===== src/rtl/p_addsub_mc.sv =====
// Multi-cycle packed adder/subtractor: CW bits per cycle with a registered carry
// crossing chunk boundaries inside a lane, followed by an optional unsigned saturation pass.
module p_addsub_mc #(
  parameter int XLEN = 64,
  parameter int CW   = 16,
  parameter int PWN  = $clog2(XLEN)
) (
  input  logic            g_clk,
  input  logic            g_resetn,
  input  logic            in_valid,
  output logic            in_ready,
  input  logic [XLEN-1:0] lhs,
  input  logic [XLEN-1:0] rhs,
  input  logic [PWN-1:0]  pw,
  input  logic            sub,
  input  logic            cin,
  input  logic            sat,
  output logic            out_valid,
  input  logic            out_ready,
  output logic [XLEN-1:0] result,
  output logic [XLEN-1:0] c_out,
  output logic            pw_err
);

  localparam int NC = XLEN / CW;
  localparam int KW = (NC > 1) ? $clog2(NC) : 1;
  localparam logic [KW-1:0] K_LAST = KW'(NC - 1);

  typedef enum logic [1:0] {IDLE, RUN, SAT, DONE} state_t;

  state_t          state_q, state_d;
  logic [XLEN-1:0] lhs_q, rhs_q;
  logic [PWN-1:0]  pw_q;
  logic            sub_q, cin_q, sat_q;
  logic [KW-1:0]   k_q;
  logic            carry_q;
  logic [XLEN-1:0] result_q, c_out_q;
  logic            pw_err_q;

  logic [XLEN-1:0] lsb_mask, msb_mask, lane_co, sat_result;
  logic [CW-1:0]   sum_chunk, cout_chunk;
  logic            carry_d;
  logic            pw_valid;
  int              chunk_base;

  // Lane LSB/MSB positions for the held width; an invalid pw ORs several widths together
  always_comb begin
    lsb_mask = '0;
    msb_mask = '0;
    for (int i = 0; i < XLEN; i++) begin
      for (int j = 0; j < PWN; j++) begin
        if (pw_q[j] && ((i & ((XLEN >> j) - 1)) == 0))
          lsb_mask[i] = 1'b1;
        if (pw_q[j] && (((i + 1) & ((XLEN >> j) - 1)) == 0))
          msb_mask[i] = 1'b1;
      end
    end
  end

  always_comb begin
    logic          carry;
    logic          lane_cin;
    logic [CW-1:0] a_c, b_c, lsb_c, msb_c;
    chunk_base = int'(k_q) * CW;
    a_c        = lhs_q[chunk_base +: CW];
    b_c        = rhs_q[chunk_base +: CW];
    lsb_c      = lsb_mask[chunk_base +: CW];
    msb_c      = msb_mask[chunk_base +: CW];
    lane_cin   = sub_q | cin_q;
    carry      = carry_q;
    sum_chunk  = '0;
    cout_chunk = '0;
    for (int b = 0; b < CW; b++) begin
      if (lsb_c[b])
        carry = lane_cin;
      sum_chunk[b]  = a_c[b] ^ b_c[b] ^ carry;
      carry         = (a_c[b] & b_c[b]) | (carry & (a_c[b] ^ b_c[b]));
      cout_chunk[b] = msb_c[b] & carry;
    end
    carry_d = carry;
  end

  // Spread each lane's carry-out across the whole lane for the saturation pass
  always_comb begin
    lane_co = '0;
    for (int i = 0; i < XLEN; i++)
      for (int j = 0; j < PWN; j++)
        if (pw_q[j])
          lane_co[i] = lane_co[i] | c_out_q[i | ((XLEN >> j) - 1)];
    pw_valid = (pw_q != '0) && ((pw_q & (pw_q - 1'b1)) == '0);
    if (!pw_valid)
      sat_result = '0;
    else if (!sat_q)
      sat_result = result_q;
    else if (sub_q)
      sat_result = result_q & lane_co;
    else
      sat_result = result_q | lane_co;
  end

  always_comb begin
    state_d = state_q;
    case (state_q)
      IDLE: if (in_valid) state_d = RUN;
      RUN:  if (k_q == K_LAST) state_d = SAT;
      SAT:  state_d = DONE;
      DONE: if (out_ready) state_d = IDLE;
      default: state_d = IDLE;
    endcase
  end

  always_ff @(posedge g_clk) begin
    if (!g_resetn) begin
      state_q  <= IDLE;
      lhs_q    <= '0;
      rhs_q    <= '0;
      pw_q     <= '0;
      sub_q    <= 1'b0;
      cin_q    <= 1'b0;
      sat_q    <= 1'b0;
      k_q      <= '0;
      carry_q  <= 1'b0;
      result_q <= '0;
      c_out_q  <= '0;
      pw_err_q <= 1'b0;
    end else begin
      state_q <= state_d;
      case (state_q)
        IDLE: begin
          if (in_valid) begin
            lhs_q    <= lhs;
            rhs_q    <= sub ? ~rhs : rhs;
            pw_q     <= pw;
            sub_q    <= sub;
            cin_q    <= cin;
            sat_q    <= sat;
            k_q      <= '0;
            carry_q  <= 1'b0;
            result_q <= '0;
            c_out_q  <= '0;
            pw_err_q <= 1'b0;
          end
        end
        RUN: begin
          result_q[chunk_base +: CW] <= sum_chunk;
          c_out_q[chunk_base +: CW]  <= cout_chunk;
          carry_q                    <= carry_d;
          if (k_q != K_LAST)
            k_q <= k_q + 1'b1;
        end
        SAT: begin
          result_q <= sat_result;
          if (!pw_valid)
            c_out_q <= '0;
          pw_err_q <= ~pw_valid;
        end
        default: ;
      endcase
    end
  end

  assign in_ready  = (state_q == IDLE) && g_resetn;
  assign out_valid = (state_q == DONE);
  assign result    = result_q;
  assign c_out     = c_out_q;
  assign pw_err    = pw_err_q;

endmodule


===== config.mk =====
export PLATFORM = sky130hd
export DESIGN_NAME = p_addsub_mc
export DESIGN_NICKNAME = d
export VERILOG_FILES = /design/src/rtl/p_addsub_mc.sv
export SDC_FILE = /design/constraint.sdc
export NUM_CORES = 1
export LEC_CHECK = 0
export CAP_MARGIN = 20
export CORE_MARGIN = 10
export CORE_UTILIZATION = 52
export DETAILED_ROUTE_END_ITERATION = 8
export GPL_TIMING_DRIVEN = 1
export PLACE_DENSITY = 0.82
export SYNTH_ARGS = -nofsm -noshare
export SYNTH_HDL_FRONTEND = slang
export SYNTH_SLANG_ARGS = --single-unit

===== constraint.sdc =====
create_clock -name g_clk -period 10.9 [get_ports g_clk]
set_input_delay 1.09 -clock g_clk [delete_from_list [all_inputs] [get_ports g_clk]]
set_output_delay 1.09 -clock g_clk [all_outputs]
set_load 0.005 [all_outputs]

==> results.cfg, run 1 <==
[sta]
min_period_ns = 9.74
timing.setup.tns_ns = 0
hold_violations = 0
rsz0062_at_grt = no
tightest_slew_ns = 1.21
drv_slew = 0
maxSlewHeadroom_pct = 19.3
finalClockSkew_ns = 0.0159
clock.fmax_mhz = 103
setup_viol = 0
layout_worst_path_cycle_share_pct = 89.3

[yosys]
avgSynthCellArea_um2 = 8.92
synthArstFlopShare_pct = 0
ys_seq_elements = 239
synthFlopType = dfxtp_1
ys_seq_area_share_pct = 38.2
synth.top_cell.area_share_pct = 38.2
ys_warn_count = 0
synth_cell_types = 63
synth_edf_count = 0
synth_top_area_cell = dfxtp_1
syn_area_um2 = 12500
ys_top_cells_by_area = dfxtp_1 38%, nand2_1 8.2%, mux4_2 5.8%
synthCells = 1404

[floorplanning]
rows = 56
start_util_pct = 53.0
chipHeight_um = 175
core-area_um2 = 23600
die-area_um2 = 30700
ios = 272
die_w_um = 175

[cts]
cts_hold_buf = 0
clock-sinks = 239
clockBufferDepth = 3
cts_tree = yes
clockRootBuffer = clkbuf_16
clkTransAtPathRegs_ns = 0.06
clock_latency_ns = 0.54
cts_buffers = 25
cts_resized = 0
htreeDepth = 1
postCtsSetupRepairBufs = 0

[finish]
stdcell_count = 1901
layout-drive-gt1-share_pct = 6.32
layout_commonest_cell = nand2_1
nets = 1732
synthToLayoutAreaGrowth_pct = 25.3
layout_common_cells = 274 x nand2_1, 237 x dfxtp_1, 237 x clkdlybuf4s50_1, 74 x a21boi_0, 66 x o211a_1
antenna-diode-count = 0

[global_route]
grt_max_degree = 106
grt_pass1_wl_um = 63600
grt_pass1_vias = 11100
antenna_found_initial = 0
overflow = 0
grt_usage_pct = 25.6

[placement]
io_buffers = 239
place.gp.congestion = 1.01
dp_cells = 1859
dpl.hpwl_um = 30300

[routing]
drc = 0
dr.pass1.iters = 7
met2_length_um = 19200
vias = 11500
via_per_inst = 6.03
drt_iter0_drc = 1591
top_layer = met4
wl_met1_um = 16300
drtAntennaViolNets = 0
routed_wl_um = 41100
wl_met3_um = 4180
wl_per_cell_um = 21.6

[power_and_ir_drop]
power_density_nw_per_um2 = 208
leakagePower_nw = 6.10
vdd_drop_max_mv = 0.119

[worst_setup_path]
reg2reg_depth = 34
r2r-end = result[63]
worst_ep_arrival_time_ns = 10.17
cp_max_fo = 13
critPathRequiredTime_ns = 11.33
worstSetupPathType = reg2reg
r2r_slack_ns = 1.16
slowest_stage = fa_1
cp_slowest_stage_delay_ns = 0.60
crit_path_end = result[63]
critPathLaunchType = register
crit_start = pw_q[2]
crit_path_end_kind = register
r2r_start = pw_q[2]
worst_path_most_repeated_cell = fa_1

[worst_hold_path]
hp-class = reg2reg

[run]
cap_violations = 0

[run_status]
status = completed
[cells by family after synthesis]
logic type | synth area share, %
buf+inv | 7.33
flops | 38.2
mux | 5.83
xor+xnor | 4.55
simple gates | 13.4
compound gates | 25.2
other cells | 0.0299
fa+ha+maj | 5.43
[sequential cells by signal (all words and copies together) (netlist names)]
| register | cells |
|---|---|
| c_out | 32 |
| sat_q | 1 |
| state_q | 2 |
| sub_q | 1 |
| k_q | 2 |
| rhs_q | 64 |
| lhs_q | 64 |
| pw_q | 6 |
| pw_err | 1 |
| carry_q | 1 |
| cin_q | 1 |
| result | 64 |
[cells in the mapped netlist (12+ instances only)]
library cell	n
nor2_1	40
a221oi_1	14
a22o_1	52
xnor2_1	65
maj3_1	26
a22oi_1	12
o2bb2ai_1	13
buf_1	13
o211a_1	66
a21oi_1	60
a21boi_0	74
o21ai_0	33
mux4_2	32
nand3_1	37
fa_1	16
inv_1	56
buf_4	33
dfxtp_1	239
o22ai_1	41
nand2_1	275
clkbuf_1	86
[layer usage]
metal	GRT usage, %	vias up
met5	0	-
met4	9.75	0
met3	5.76	104
met2	41.8	657
met1	32.1	5460
li1	-	5234
[final cells by class]
type / instances / area, um2
well taps: 319 / 399
inverters: 56 / 210
fillers: 1918 / 7920
flip-flops and latches: 239 / 4790
clock inverters: 9 / 160
repair buffers: 251 / 2480
clock buffers: 33 / 716
multi-input cells: 994 / 6940
[per-stage QoR]
step / area (um2) / power (W) / utilization [%] / worst slack (ns) / hold slack (ns)
6_report: 15700 / 0.00326 / 66.5 / 1.16 / 0.465
2_1_floorplan: 12600 / 0.00192 / - / 1.92 / 0.440
4_1_cts: 15700 / 0.00324 / 66.5 / 1.25 / 0.468
3_5_place_dp: 14800 / 0.00233 / 62.7 / 1.43 / 0.457
5_1_grt: 15700 / 0.00340 / 66.5 / 0.698 / 0.485
3_3_place_gp: 14800 / 0.00230 / 62.7 / 1.64 / 0.450
[critical path, delay by kind of cell, from the launching register on]
family	cells	cell delay [ns]
AO/OA/AOI/OAI	10	1.56
adder cells (fa/ha/maj)	16	6.49
buffers and inverters	4	0.35
AND/OR/NAND/NOR	4	0.76
flip-flops	1	0.44
[worst min path at each step]
stage	cells past startpoint	slack, ns	startpoint	end
after floorplan	2	0.44	lhs_q[32]	lhs_q[32]
after global placement	2	0.45	lhs_q[9]	lhs_q[9]
after detailed placement	2	0.46	lhs_q[61]	lhs_q[61]
after CTS	2	0.47	lhs_q[5]	lhs_q[5]
after global routing	2	0.49	lhs_q[61]	lhs_q[61]
final	2	0.46	lhs_q[5]	lhs_q[5]
[report_power, final]
part	internal [W]	leakage [nW]	switching [W]
clock network	0.000555	0.436	0.000361
logic	0.000430	3.71	0.000811
registers	0.00101	1.95	0.0000942
total	0.00200	6.10	0.00127
(Power assumes the default switching activity.)
==> run 2, diff against run 1 <==
--- a/config.mk
+++ b/config.mk
@@ -5,12 +5,13 @@
 export SDC_FILE = /design/constraint.sdc
 export NUM_CORES = 1
 export LEC_CHECK = 0
+export ABC_AREA = 1
 export CAP_MARGIN = 20
 export CORE_MARGIN = 10
 export CORE_UTILIZATION = 52
 export DETAILED_ROUTE_END_ITERATION = 8
 export GPL_TIMING_DRIVEN = 1
-export PLACE_DENSITY = 0.82
+export PLACE_DENSITY = 0.81
 export SYNTH_ARGS = -nofsm -noshare
 export SYNTH_HDL_FRONTEND = slang
 export SYNTH_SLANG_ARGS = --single-unit
==> run 2 against run 1 <==
Against the previous run: non-clock buffer count increased by 4; synthesized area increased by 7.2%; global-route usage increased by 2.0 points; critical path type unchanged; critical endpoint is now c_out[63]; largest power group unchanged; highest routed layer unchanged.
==> results.cfg, run 2 <==
[run_status]
status = completed

[yosys]
syn_area_um2 = 13400
ys_top_cells_by_area = dfxtp_1 36%, nand2_1 17%, a21oi_1 7.9%
yosysMostFrequentCell = nand2_1
synth_cell_types = 38
ys_warn_count = 0
avgSynthCellArea_um2 = 6.63
synth.top_cell.area_share_pct = 35.6
synthArstFlopShare_pct = 0
ys_seq_area_share_pct = 35.6
ys_seq_elements = 239
synthCells = 2026
synth_edf_count = 0
synth_top_area_cell = dfxtp_1
synthFlopType = dfxtp_1
synth_common_cells = 625 x nand2_1, 239 x dfxtp_1, 229 x nor2_1

[worst_setup_path]
critPathRequiredTime_ns = 11.35
path_buf_inv = 4
worstSetupPathType = reg2reg
cp_slowest_stage_delay_ns = 0.71
cp_top_family = adder cells
worst_path_most_repeated_cell = fa_1
crit_path_end_kind = register
r2r_slack_ns = 0.74
cp_max_fo = 15
slowest_stage = dfxtp_1
worst_ep_arrival_time_ns = 10.61
critPathLaunchType = register

[floorplanning]
die-area_um2 = 32700
die_w_um = 181
chipHeight_um = 181
core-area_um2 = 25300
ios = 272
rows = 58
start_util_pct = 53.0

[routing]
drc = 0
drtAntennaViolNets = 0
wl_per_cell_um = 19.0
vias = 14500
routed_wl_um = 47800
drt_iter0_drc = 1824
via_per_inst = 5.73
dr.pass1.iters = 6

[run]
cap_violations = 0

[cts]
cts_hold_buf = 0
clock-sinks = 239
clockRootBuffer = clkbuf_16
clockBufferDepth = 3
cts_resized = 0
postCtsSetupRepairBufs = 0
htreeDepth = 1
cts_tree = yes
clock_latency_ns = 0.54
cts_buffers = 26
clkTransAtPathRegs_ns = 0.06

[sta]
min_period_ns = 10.16
clock.fmax_mhz = 98.4
rsz0062_at_grt = no
finalClockSkew_ns = 0.0105
tightest_slew_ns = 1.19
setup_viol = 0
maxSlewHeadroom_pct = 20.3
drv_slew = 0
hold_violations = 0
holdWs_ns = 0.485
layout_worst_path_cycle_share_pct = 93.3
timing.setup.tns_ns = 0

[worst_hold_path]
hp-class = reg2reg

[finish]
layout_commonest_cell = nand2_1
nets = 2341
final_area_um2 = 16500
multi_input_area_um2 = 7630
layout-drive-gt1-share_pct = 3.74
antenna-diode-count = 0
area.sequential_um2 = 4790
layout_common_cells = 624 x nand2_1, 238 x dfxtp_1, 237 x clkdlybuf4s50_1, 229 x nor2_1, 213 x a21oi_1
fillers = 2276
synthToLayoutAreaGrowth_pct = 23.2
stdcell_count = 2522

[power_and_ir_drop]
internal_power_w = 0.00202
power_density_nw_per_um2 = 213
clkPwrFrac_pct = 24.9
vdd_drop_max_mv = 0.204
combPwrFrac_pct = 41.6
p_seq_share_pct = 33.4
p_switching_w = 0.00150
leakagePower_nw = 6.48
swShare_pct = 42.6

[global_route]
grt_pass1_vias = 13400
antenna_found_initial = 0
grt_max_degree = 122
grt_usage_pct = 27.6
overflow = 0
grt_pass1_wl_um = 74700

[placement]
place.gp.congestion = 0.962
dpl.hpwl_um = 35200
dp_cells = 2478
io_buffers = 239
placed_cell_area_um2 = 15700
[run 2: cell families after synthesis]
kind of cell	after synthesis	synth area share [%]
simple gates	932	27.3
compound gates	505	21.2
buf+inv	261	8.52
flops	239	35.6
xor+xnor	64	4.17
fa+ha+maj	24	3.13
other cells	1	0.0279
[run 2: per-layer routing]
metal	vias up	track usage, %	share of wire (%)
met5	-	0	0
met4	0	10.5	3.9
met2	780	44.0	45
met1	6681	35.0	40
met3	126	7.13	11
li1	6868	-	-
[run 2: area by class of cell]
| type | count | area share, % |
|---|---|---|
| repair buffers | 255 | 15.2 |
| clock inverters | 5 | 0.318 |
| multi-input cells | 1557 | 46.1 |
| clock buffers | 39 | 4.78 |
| flip-flops and latches | 239 | 28.9 |
| well taps | 330 | 2.50 |
| inverters | 97 | 2.22 |
[run 2: per-stage QoR]
stage / setup WS (ns) / power [W] / utilization, %
3_5_place_dp: 0.898 / 0.00260 / 62.0
6_report: 0.736 / 0.00352 / 65.3
4_1_cts: 0.848 / 0.00348 / 65.3
2_1_floorplan: 1.73 / 0.00211 / -
3_3_place_gp: 1.18 / 0.00257 / 62.0
5_1_grt: 0.128 / 0.00371 / 65.3
[run 2: worst reg2reg max path, delay by kind of cell, from the launching register on]
kind / cells / cell delay (ns)
buf+inv: 4 / 0.78
flops: 1 / 0.71
compound gates: 6 / 0.78
fa+ha+maj: 16 / 6.19
simple gates: 16 / 1.58
[run 2: power groups by stage]
stage                     sequential [W]  combinational, W  clock (W)
after floorplan                  0.00113          0.000975          0
after global placement           0.00118           0.00139          0
after detailed placement         0.00119           0.00142          0
after CTS                        0.00117           0.00142   0.000884
after global routing             0.00119           0.00159   0.000921
final                            0.00118           0.00147   0.000878
[run 2: path summary, 6_finish.rpt]
kind                                start         to  depth (start not counted)
worst max-delay path              pw_q[5]  c_out[63]                         42
worst min-delay path            lhs_q[60]  lhs_q[60]                          2
worst max register to register    pw_q[5]  c_out[63]                         42
worst min register to register  lhs_q[60]  lhs_q[60]                          2
==> run 3, diff against run 2 <==
--- a/config.mk
+++ b/config.mk
@@ -9,9 +9,11 @@
 export CAP_MARGIN = 20
 export CORE_MARGIN = 10
 export CORE_UTILIZATION = 52
+export CTS_CLUSTER_DIAMETER = 80
 export DETAILED_ROUTE_END_ITERATION = 8
 export GPL_TIMING_DRIVEN = 1
 export PLACE_DENSITY = 0.81
+export SETUP_SLACK_MARGIN = 0.3
 export SYNTH_ARGS = -nofsm -noshare
 export SYNTH_HDL_FRONTEND = slang
 export SYNTH_SLANG_ARGS = --single-unit
==> run 3 against run 2 <==
Against the previous run: setup slack improved by 0.27 ns; clock power hardly changed; via count about the same; fmax rose by 2.7%; final cell count stayed put; highest routed layer unchanged; combinational power barely moved; critical endpoint unchanged.
==> results.cfg, run 3 (same netlist as run 2, synthesis figures left out) <==
[run_status]
status = completed

[worst_setup_path]
worst_ep_arrival_time_ns = 10.35
worstSetupPathType = reg2reg
critPathRequiredTime_ns = 11.35
cp_top_family = adder cells
path_buf_inv = 5
critPathLaunchType = register
crit_path_end_kind = register
slowest_stage = inv_2
cp_slowest_stage_delay_ns = 0.56
worst_path_most_repeated_cell = fa_1
cp_max_fo = 41

[floorplanning]
core-area_um2 = 25300
die-area_um2 = 32700
die_w_um = 181
ios = 272
chipHeight_um = 181
rows = 58
start_util_pct = 53.0

[cts]
clock-sinks = 239
clockBufferDepth = 3
clkTransAtPathRegs_ns = 0.06
postCtsSetupRepairBufs = 0
clockRootBuffer = clkbuf_16
cts_tree = yes
htreeDepth = 1
clock_latency_ns = 0.54
cts_hold_buf = 0
cts_buffers = 26

[finish]
synthToLayoutAreaGrowth_pct = 23.2
antenna-diode-count = 0
nets = 2341
layout-drive-gt1-share_pct = 3.83
layout_common_cells = 624 x nand2_1, 237 x dfxtp_1, 237 x clkdlybuf4s50_1, 229 x nor2_1, 213 x a21oi_1
post-route-util_pct = 65.3
layout_commonest_cell = nand2_1

[global_route]
grt_usage_pct = 27.6
grt_pass1_wl_um = 74700
grt_max_degree = 122
grt_pass1_vias = 13400
overflow = 0
antenna_found_initial = 0

[sta]
rsz0062_at_grt = no
layout_worst_path_cycle_share_pct = 90.8
holdWs_ns = 0.486
min_period_ns = 9.90
finalClockSkew_ns = 0.0102
timing.setup.tns_ns = 0
drv_slew = 0
tightest_slew_ns = 1.17
maxSlewHeadroom_pct = 21.7
clock.fmax_mhz = 101
hold_violations = 0
setup_viol = 0

[routing]
drc = 0
wl_met1_um = 19000
wl_per_cell_um = 18.9
dr.pass1.iters = 6
met2_length_um = 21600
wl_met3_um = 5260
vias = 14400
drt_iter0_drc = 1931
via_per_inst = 5.73
routed_wl_um = 47600
drtAntennaViolNets = 0
top_layer = met4

[power_and_ir_drop]
p_seq_share_pct = 33.5
leakagePower_nw = 6.48
p_switching_w = 0.00150
power_density_nw_per_um2 = 213
swShare_pct = 42.5
vdd_drop_max_mv = 0.202
internal_power_w = 0.00202
clkPwrFrac_pct = 24.9
combPwrFrac_pct = 41.6

[worst_hold_path]
hp-class = reg2reg

[run]
cap_violations = 0

[placement]
dpl.hpwl_um = 35200
place.gp.congestion = 0.962
io_buffers = 239
==> run 3: final cells by class <==
class / instances / area (um2)
fillers: 2275 / 8780
multi-input cells: 1557 / 7630
flip-flops and latches: 239 / 4790
repair buffers: 255 / 2510
clock buffers: 39 / 791
well taps: 330 / 413
inverters: 97 / 370
clock inverters: 5 / 52.6
==> run 3: routing by layer <==
layer  vias up  GRT usage, %
li1       6869             -
met1      6645          35.0
met2       808          44.0
met3       124          7.13
met4         0          10.5
met5         -             0
==> run 3: what timing repair did <==
action | in CTS | in global routing
endpoints found under the hold margin | 0 | 0
gates resized for setup | 0 | 3
setup endpoints to repair | 0 | 7
==> run 3: worst paths after layout <==
| check | start | end | slack [ns] | cells past startpoint |
|---|---|---|---|---|
| max | k_q[0] | c_out[63] | 1.00 | 40 |
| min | lhs_q[60] | lhs_q[60] | 0.49 | 2 |
| max reg2reg | k_q[0] | c_out[63] | 1.00 | 40 |
| min reg2reg | lhs_q[60] | lhs_q[60] | 0.49 | 2 |
==> run 3: tightest hold or removal path: stages, from the launching register on <==
cell and delay (ns):
dfxtp_1 0.32, nor2_1 0.05, nor2_1 0.08
==> run 3: power by group through the flow <==
stage | registers [W] | logic, W | clock network (W)
3_5_place_dp | 0.00119 | 0.00142 | 0
6_report | 0.00118 | 0.00146 | 0.000877
4_1_cts | 0.00117 | 0.00142 | 0.000884
5_1_grt | 0.00119 | 0.00159 | 0.000921
3_3_place_gp | 0.00118 | 0.00139 | 0
2_1_floorplan | 0.00113 | 0.000975 | 0
==> run 3: through the flow <==
step / power, W / instance area [um2] / std cells / setup slack (ns)
after floorplan: 0.00211 / 13500 / 2057 / 1.73
after CTS: 0.00348 / 16500 / 2522 / 0.848
after global placement: 0.00257 / 15700 / 2477 / 1.18
after detailed placement: 0.00260 / 15700 / 2478 / 0.898
after global routing: 0.00371 / 16500 / 2522 / 0.461
final: 0.00352 / 16500 / 2522 / 1.00
